<file path="config.mk">
export PLATFORM = sky130hd
export DESIGN_NAME = regfile_mp_sb_flat
export DESIGN_NICKNAME = d
export VERILOG_FILES = /design/src/rtl/regfile_mp_sb_if.sv /design/src/rtl/regfile_mp_sb.sv /design/src/flat_wrapper.sv
export SDC_FILE = /design/constraint.sdc
export NUM_CORES = 2
export LEC_CHECK = 0
export ABC_AREA = 1
export CORE_ASPECT_RATIO = 1.25
export CORE_MARGIN = 4
export CORE_UTILIZATION = 50
export DETAILED_ROUTE_END_ITERATION = 10
export MAX_ROUTING_LAYER = met4
export PLACE_DENSITY = 0.63
export SYNTH_ARGS = -nofsm -noshare
export SYNTH_HDL_FRONTEND = slang
export SYNTH_SLANG_ARGS = --single-unit
</file>
<file path="constraint.sdc">
create_clock -name clk -period 60.5 [get_ports clk]
set_input_delay 12.1 -clock clk [delete_from_list [all_inputs] [get_ports clk]]
set_output_delay 12.1 -clock clk [all_outputs]
set_load 0.05 [all_outputs]
</file>
<file path="src/rtl/regfile_mp_sb_if.sv">
// Bus bundle for the scoreboarded register file: read ports, writeback and decode-claim
// signals, plus scoreboard status.
interface regfile_mp_sb_if #(
    parameter int DATA_W = 32,
    parameter int ADDR_W = 5,
    parameter int NRD    = 2
);
    logic [NRD*ADDR_W-1:0] rd_addr;
    logic [NRD*DATA_W-1:0] rd_data;
    logic [NRD-1:0]        rd_busy;
    logic                  we;
    logic [ADDR_W-1:0]     wr_addr;
    logic [DATA_W-1:0]     wr_data;
    logic                  claim_en;
    logic [ADDR_W-1:0]     claim_addr;
    logic [ADDR_W:0]       busy_cnt;
    logic                  full_busy;

    modport master (
        output rd_addr, we, wr_addr, wr_data, claim_en, claim_addr,
        input  rd_data, rd_busy, busy_cnt, full_busy
    );

    modport slave (
        input  rd_addr, we, wr_addr, wr_data, claim_en, claim_addr,
        output rd_data, rd_busy, busy_cnt, full_busy
    );
endinterface

</file>
<file path="src/rtl/regfile_mp_sb.sv">
// Multi-read-port register file with same-cycle write forwarding and a per-register busy
// scoreboard: decode claims a destination, writeback writes it and releases the claim.
module regfile_mp_sb #(
    parameter int DATA_W   = 32,
    parameter int ADDR_W   = 5,
    parameter int NRD      = 2,
    parameter int ZERO_REG = 1
) (
    input  logic            clk,
    input  logic            rst,
    regfile_mp_sb_if.slave  bus
);
    localparam int DEPTH = 1 << ADDR_W;
    localparam logic [ADDR_W:0] FULL_CNT = (ADDR_W+1)'(DEPTH - ZERO_REG);

    logic [DATA_W-1:0] mem [DEPTH];
    logic [DEPTH-1:0]  busy;
    logic [DEPTH-1:0]  busy_nxt;
    logic [ADDR_W:0]   busy_cnt_r;
    logic              full;
    logic              wr_ok;
    logic              claim_ok;
    logic [DATA_W-1:0] rdat [NRD];
    logic [NRD-1:0]    rbsy;

    function automatic logic is_zero_reg(input logic [ADDR_W-1:0] a);
        return (ZERO_REG != 0) && (a == '0);
    endfunction

    function automatic logic [ADDR_W:0] popcount(input logic [DEPTH-1:0] v);
        logic [ADDR_W:0] n;
        n = '0;
        for (int i = 0; i < DEPTH; i++) begin
            n = n + (ADDR_W+1)'(v[i]);
        end
        return n;
    endfunction

    assign full     = (busy_cnt_r == FULL_CNT);
    assign wr_ok    = bus.we && !is_zero_reg(bus.wr_addr);
    // A claim while every claimable register is busy is dropped entirely.
    assign claim_ok = bus.claim_en && !full && !is_zero_reg(bus.claim_addr);

    // Clear first, then set, so a same-cycle write+claim leaves the register busy.
    always_comb begin
        busy_nxt = busy;
        if (wr_ok) begin
            busy_nxt[bus.wr_addr] = 1'b0;
        end
        if (claim_ok) begin
            busy_nxt[bus.claim_addr] = 1'b1;
        end
    end

    always_ff @(posedge clk or posedge rst) begin
        if (rst) begin
            busy       <= '0;
            busy_cnt_r <= '0;
        end else begin
            busy       <= busy_nxt;
            busy_cnt_r <= popcount(busy_nxt);
        end
    end

    always_ff @(posedge clk or posedge rst) begin
        if (rst) begin
            for (int i = 0; i < DEPTH; i++) begin
                mem[i] <= '0;
            end
        end else if (wr_ok) begin
            mem[bus.wr_addr] <= bus.wr_data;
        end
    end

    // Forwarding is suppressed during reset so outputs read as zero while rst is high.
    for (genvar k = 0; k < NRD; k++) begin : g_rd
        logic [ADDR_W-1:0] addr;
        logic              fwd;
        logic              reclaim;

        assign addr    = bus.rd_addr[k*ADDR_W +: ADDR_W];
        assign fwd     = bus.we && (bus.wr_addr == addr);
        assign reclaim = claim_ok && (bus.claim_addr == bus.wr_addr);

        always_comb begin
            rdat[k] = '0;
            rbsy[k] = 1'b0;
            if (!rst && !is_zero_reg(addr)) begin
                rdat[k] = fwd ? bus.wr_data : mem[addr];
                rbsy[k] = busy[addr] && !(fwd && !reclaim);
            end
        end
    end

    always_comb begin
        bus.rd_data = '0;
        for (int k = 0; k < NRD; k++) begin
            bus.rd_data[k*DATA_W +: DATA_W] = rdat[k];
        end
    end

    assign bus.rd_busy   = rbsy;
    assign bus.busy_cnt  = busy_cnt_r;
    assign bus.full_busy = full && !rst;

endmodule

</file>
<file path="src/flat_wrapper.sv">
// flat-port wrapper written by rule: the top's interface ports become plain ports
module regfile_mp_sb_flat 
#(
    parameter int DATA_W   = 32,
    parameter int ADDR_W   = 5,
    parameter int NRD      = 2,
    parameter int ZERO_REG = 1
)
  (clk, rst, bus_rd_addr, bus_we, bus_wr_addr, bus_wr_data, bus_claim_en, bus_claim_addr, bus_rd_data, bus_rd_busy, bus_busy_cnt, bus_full_busy);
  regfile_mp_sb_if #(.DATA_W(DATA_W), .ADDR_W(ADDR_W), .NRD(NRD)) bus_i ();
  input  logic clk;
  input  logic rst;
  input wire logic [$bits(bus_i.rd_addr)-1:0] bus_rd_addr;
  input wire logic [$bits(bus_i.we)-1:0] bus_we;
  input wire logic [$bits(bus_i.wr_addr)-1:0] bus_wr_addr;
  input wire logic [$bits(bus_i.wr_data)-1:0] bus_wr_data;
  input wire logic [$bits(bus_i.claim_en)-1:0] bus_claim_en;
  input wire logic [$bits(bus_i.claim_addr)-1:0] bus_claim_addr;
  output wire logic [$bits(bus_i.rd_data)-1:0] bus_rd_data;
  output wire logic [$bits(bus_i.rd_busy)-1:0] bus_rd_busy;
  output wire logic [$bits(bus_i.busy_cnt)-1:0] bus_busy_cnt;
  output wire logic [$bits(bus_i.full_busy)-1:0] bus_full_busy;
  assign bus_i.rd_addr = bus_rd_addr;
  assign bus_i.we = bus_we;
  assign bus_i.wr_addr = bus_wr_addr;
  assign bus_i.wr_data = bus_wr_data;
  assign bus_i.claim_en = bus_claim_en;
  assign bus_i.claim_addr = bus_claim_addr;
  assign bus_rd_data = bus_i.rd_data;
  assign bus_rd_busy = bus_i.rd_busy;
  assign bus_busy_cnt = bus_i.busy_cnt;
  assign bus_full_busy = bus_i.full_busy;
  regfile_mp_sb #(.DATA_W(DATA_W), .ADDR_W(ADDR_W), .NRD(NRD), .ZERO_REG(ZERO_REG)) u_core (.clk(clk), .rst(rst), .bus(bus_i));
endmodule
</file>
==> flow_summary.yaml <==
flow_run:
  drv_cap: 0
timing:
  fin_worst_skew_ns: 0.0199
  hold_viol: 0
  final_max_slew_viol_count: 0
  tns_ns: 0
  fmax_mhz: 34.3
  timing.final.crit_share: 0.482
  layout_min_cycle_time_ns: 29.18
  slew_headroom: 0.134
  finalSetupViolCount: 0
  rsz0062_at_grt: "no"
  worst_pin_slew_ns: 1.30
global_route:
  antenna_found_initial: 15
  grt_start_max_net_pins: 191
  track_usage: 0.388
  grt_pass1_vias: 58887
  overflow: 0
  grt_pass1_wl_um: 377000
clock_network:
  cts_tree: "done"
  cts_resized: 0
  cts_setup_buffers: 0
  numCtsBuffers: 112
  clk_pin_slew_ns: 0.06
  root_buffer: "clkbuf_16"
  clock_path_buffers: 3
  cts.sinks: 1062
  htreeDepth: 3
  clock_latency_ns: 0.76
  ctsHoldBuffers: 0
hold_path:
  hold_path_class: "reg2reg"
place:
  place.gp.congestion: 0.913
  dp_hpwl_um: 141000
  io_buffer_count: 128
critical_path:
  crit_path_max_fanout: 66
  cp_common_cell: "buf_4"
  slowest_stage: "clkdlybuf4s50_1"
  cp.arrival_ns: 17.08
  end_kind: "primary output"
  worst-setup-path-type: "in2out"
  cp.required_ns: 48.40
  cp_cell_sequence: "buf_6 -> buf_4 -> inv_6 -> buf_4 -> o22ai_1 -> nor2_1 -> nand3_4 -> a21oi_1 -> clkdlybuf4s50_1"
  r2r_slack_ns: 53.46
  slowest_delay_ns: 0.91
  worstSetupStartpointType: "input port"
power:
  seqPwrFrac: 0.378
  leakagePower_nw: 32.8
  power-per-cell-area_nw_per_um2: 37.1
  clkPwrFrac: 0.301
  swShare: 0.360
  switching_power_w: 0.000906
  irDropWorstVdd_v: 0.0000631
  p_int_w: 0.00161
  p_comb_frac: 0.321
layout:
  postLayoutCoreUtil: 0.544
  layout.nets: 9282
  fillCellCount: 12277
  area_delta_synth_final_pct: 8.14
  layout-drive-gt1-share: 0.0404
logic_synthesis:
  syn_inst: 9615
  synth_cell_types: 35
  syn_area_per_cell_um2: 6.54
  synth_seq_cells: 1062
  ys_seq_area_frac: 0.423
  synth_edf_count: 0
  synth_warnings: 0
  synthesis.nets: 9703
  async_reset_ff_frac: 1.00
  netlist_area_um2: 62800
  ys.flop_type: "dfrtp_1"
floorplanning:
  num_rows: 145
  die-width_um: 325
  die_h_um: 404
  ios: 129
  core-area_um2: 125000
  start_util: 0.503
  die-area_um2: 131000
drt:
  vias_per_cell: 5.82
  drc: 0
  final_antenna_net_count: 0
  vias: 63485
  avgRoutedWirePerCell_um: 23.3
  drtIter0Drc: 8813
  wirelength_um: 254000
  drtPass1Iterations: 6
outcome:
  outcome: "finished clean"
==> worst max-delay path: cells and delay by family <==
family	cells	cell delay, ns
AND/OR/NAND/NOR	2	0.85
buffers and inverters	5	3.16
AO/OA/AOI/OAI	2	0.80
==> routing by layer <==
| metal | vias up | routed length [µm] | global-route usage |
|---|---|---|---|
| met3 | 750 | 31700 | 0.0900 |
| met1 | 29667 | 97700 | 0.497 |
| li1 | 29131 | - | - |
| met2 | 3937 | 111000 | 0.590 |
| met4 | 0 | 13100 | 0.177 |
| met5 | - | 0 | - |
==> through the flow <==
stage | hold WS, ns | cells | power [W] | instance area [µm²] | setup slack (ns)
3_3_place_gp | 0.386 | 10697 | 0.00173 | 64000 | 31.44
2_1_floorplan | 0.451 | 9615 | 0.00156 | 62800 | 12.51
3_5_place_dp | 0.388 | 10697 | 0.00176 | 64000 | 31.46
5_1_grt | 0.413 | 10903 | 0.00268 | 68000 | 31.16
4_1_cts | 0.403 | 10896 | 0.00252 | 67900 | 31.45
6_report | 0.400 | 10906 | 0.00252 | 68000 | 31.32
==> state kept, by name, summed over array words and instances (netlist names) <==
name and flops:
u_core.mem 1024, u_core.busy 32, u_core.bus.busy_cnt 6
==> synthesized netlist by cell type (5+ instances only) <==
| master | n | area share |
|---|---|---|
| buf_1 | 105 | 0.0063 |
| a21oi_1 | 304 | 0.024 |
| nor3_1 | 15 | 0.0012 |
| dfrtp_1 | 1062 | 0.42 |
| nand2_1 | 3490 | 0.21 |
| inv_2 | 9 | 0.00054 |
| nor2_1 | 1036 | 0.062 |
| clkbuf_1 | 348 | 0.021 |
| ha_1 | 8 | 0.0016 |
| nor2_4 | 5 | 0.00090 |
| buf_2 | 297 | 0.024 |
| buf_4 | 34 | 0.0041 |
| o22ai_1 | 21 | 0.0021 |
| o21ai_1 | 224 | 0.018 |
| nand3_1 | 1192 | 0.095 |
| nand4_1 | 5 | 0.00050 |
| inv_1 | 761 | 0.045 |
| o21ai_0 | 641 | 0.051 |
| fa_1 | 24 | 0.0076 |
==> cell type report <==
cell class | instances | area [µm²] | share of cell area
multi-input combinational | 6994 | 30100 | 0.443
sequential | 1062 | 26600 | 0.391
clock buffer | 170 | 3460 | 0.0509
inverter | 773 | 2940 | 0.0433
timing repair buffer | 251 | 2300 | 0.0338
tap | 1617 | 2020 | 0.0298
clock inverter | 29 | 512 | 0.00753
antenna | 10 | 25.0 | 0.000368
==> placed cells by master (no fill, tap or decap), types with 24 or more instances in the layout <==
cell,instances
nor2_4,25
buf_4,117
clkbuf_8,33
nand2_1,3486
inv_1,755
fa_1,24
clkbuf_16,117
o21ai_1,224
a21oi_1,304
nor2_1,1020
o21ai_0,641
dfrtp_1,1062
nand3_1,1190
clkdlybuf4s50_1,117
==> cells by family after synthesis <==
| family | synth area share |
|---|---|
| AND/OR/NAND/NOR | 0.369 |
| buffers and inverters | 0.101 |
| AO/OA/AOI/OAI | 0.0964 |
| flip-flops | 0.423 |
| adder cells (fa/ha/maj) | 0.00924 |
| XOR/XNOR | 0.000836 |
==> power by group through the flow <==
stage / registers (W) / logic (W) / clock network (W)
after floorplan: 0.000957 / 0.000599 / 0
after global placement: 0.000959 / 0.000772 / 0
after detailed placement: 0.000962 / 0.000803 / 0
after CTS: 0.000950 / 0.000806 / 0.000763
after global routing: 0.000969 / 0.000923 / 0.000791
final: 0.000953 / 0.000808 / 0.000758
==> worst paths after layout <==
kind                                             startpoint                               end  cells past startpoint
setup / recovery                             bus_rd_addr[6]                   bus_rd_data[45]                      9
hold / removal                 u_core.mem[1005]$_DFFE_PP0P_      u_core.mem[1005]$_DFFE_PP0P_                      0
setup reg to reg           u_core.bus.busy_cnt[0]$_DFF_PP0_  u_core.bus.busy_cnt[4]$_DFF_PP0_                     22
hold reg to reg                u_core.mem[1005]$_DFFE_PP0P_      u_core.mem[1005]$_DFFE_PP0P_                      0
max in group asynchronous                               rst       u_core.mem[590]$_DFFE_PP0P_                      5
min in group asynchronous                               rst  u_core.bus.busy_cnt[1]$_DFF_PP0_                      2
Note: power is estimated with default switching activity, not from simulation.
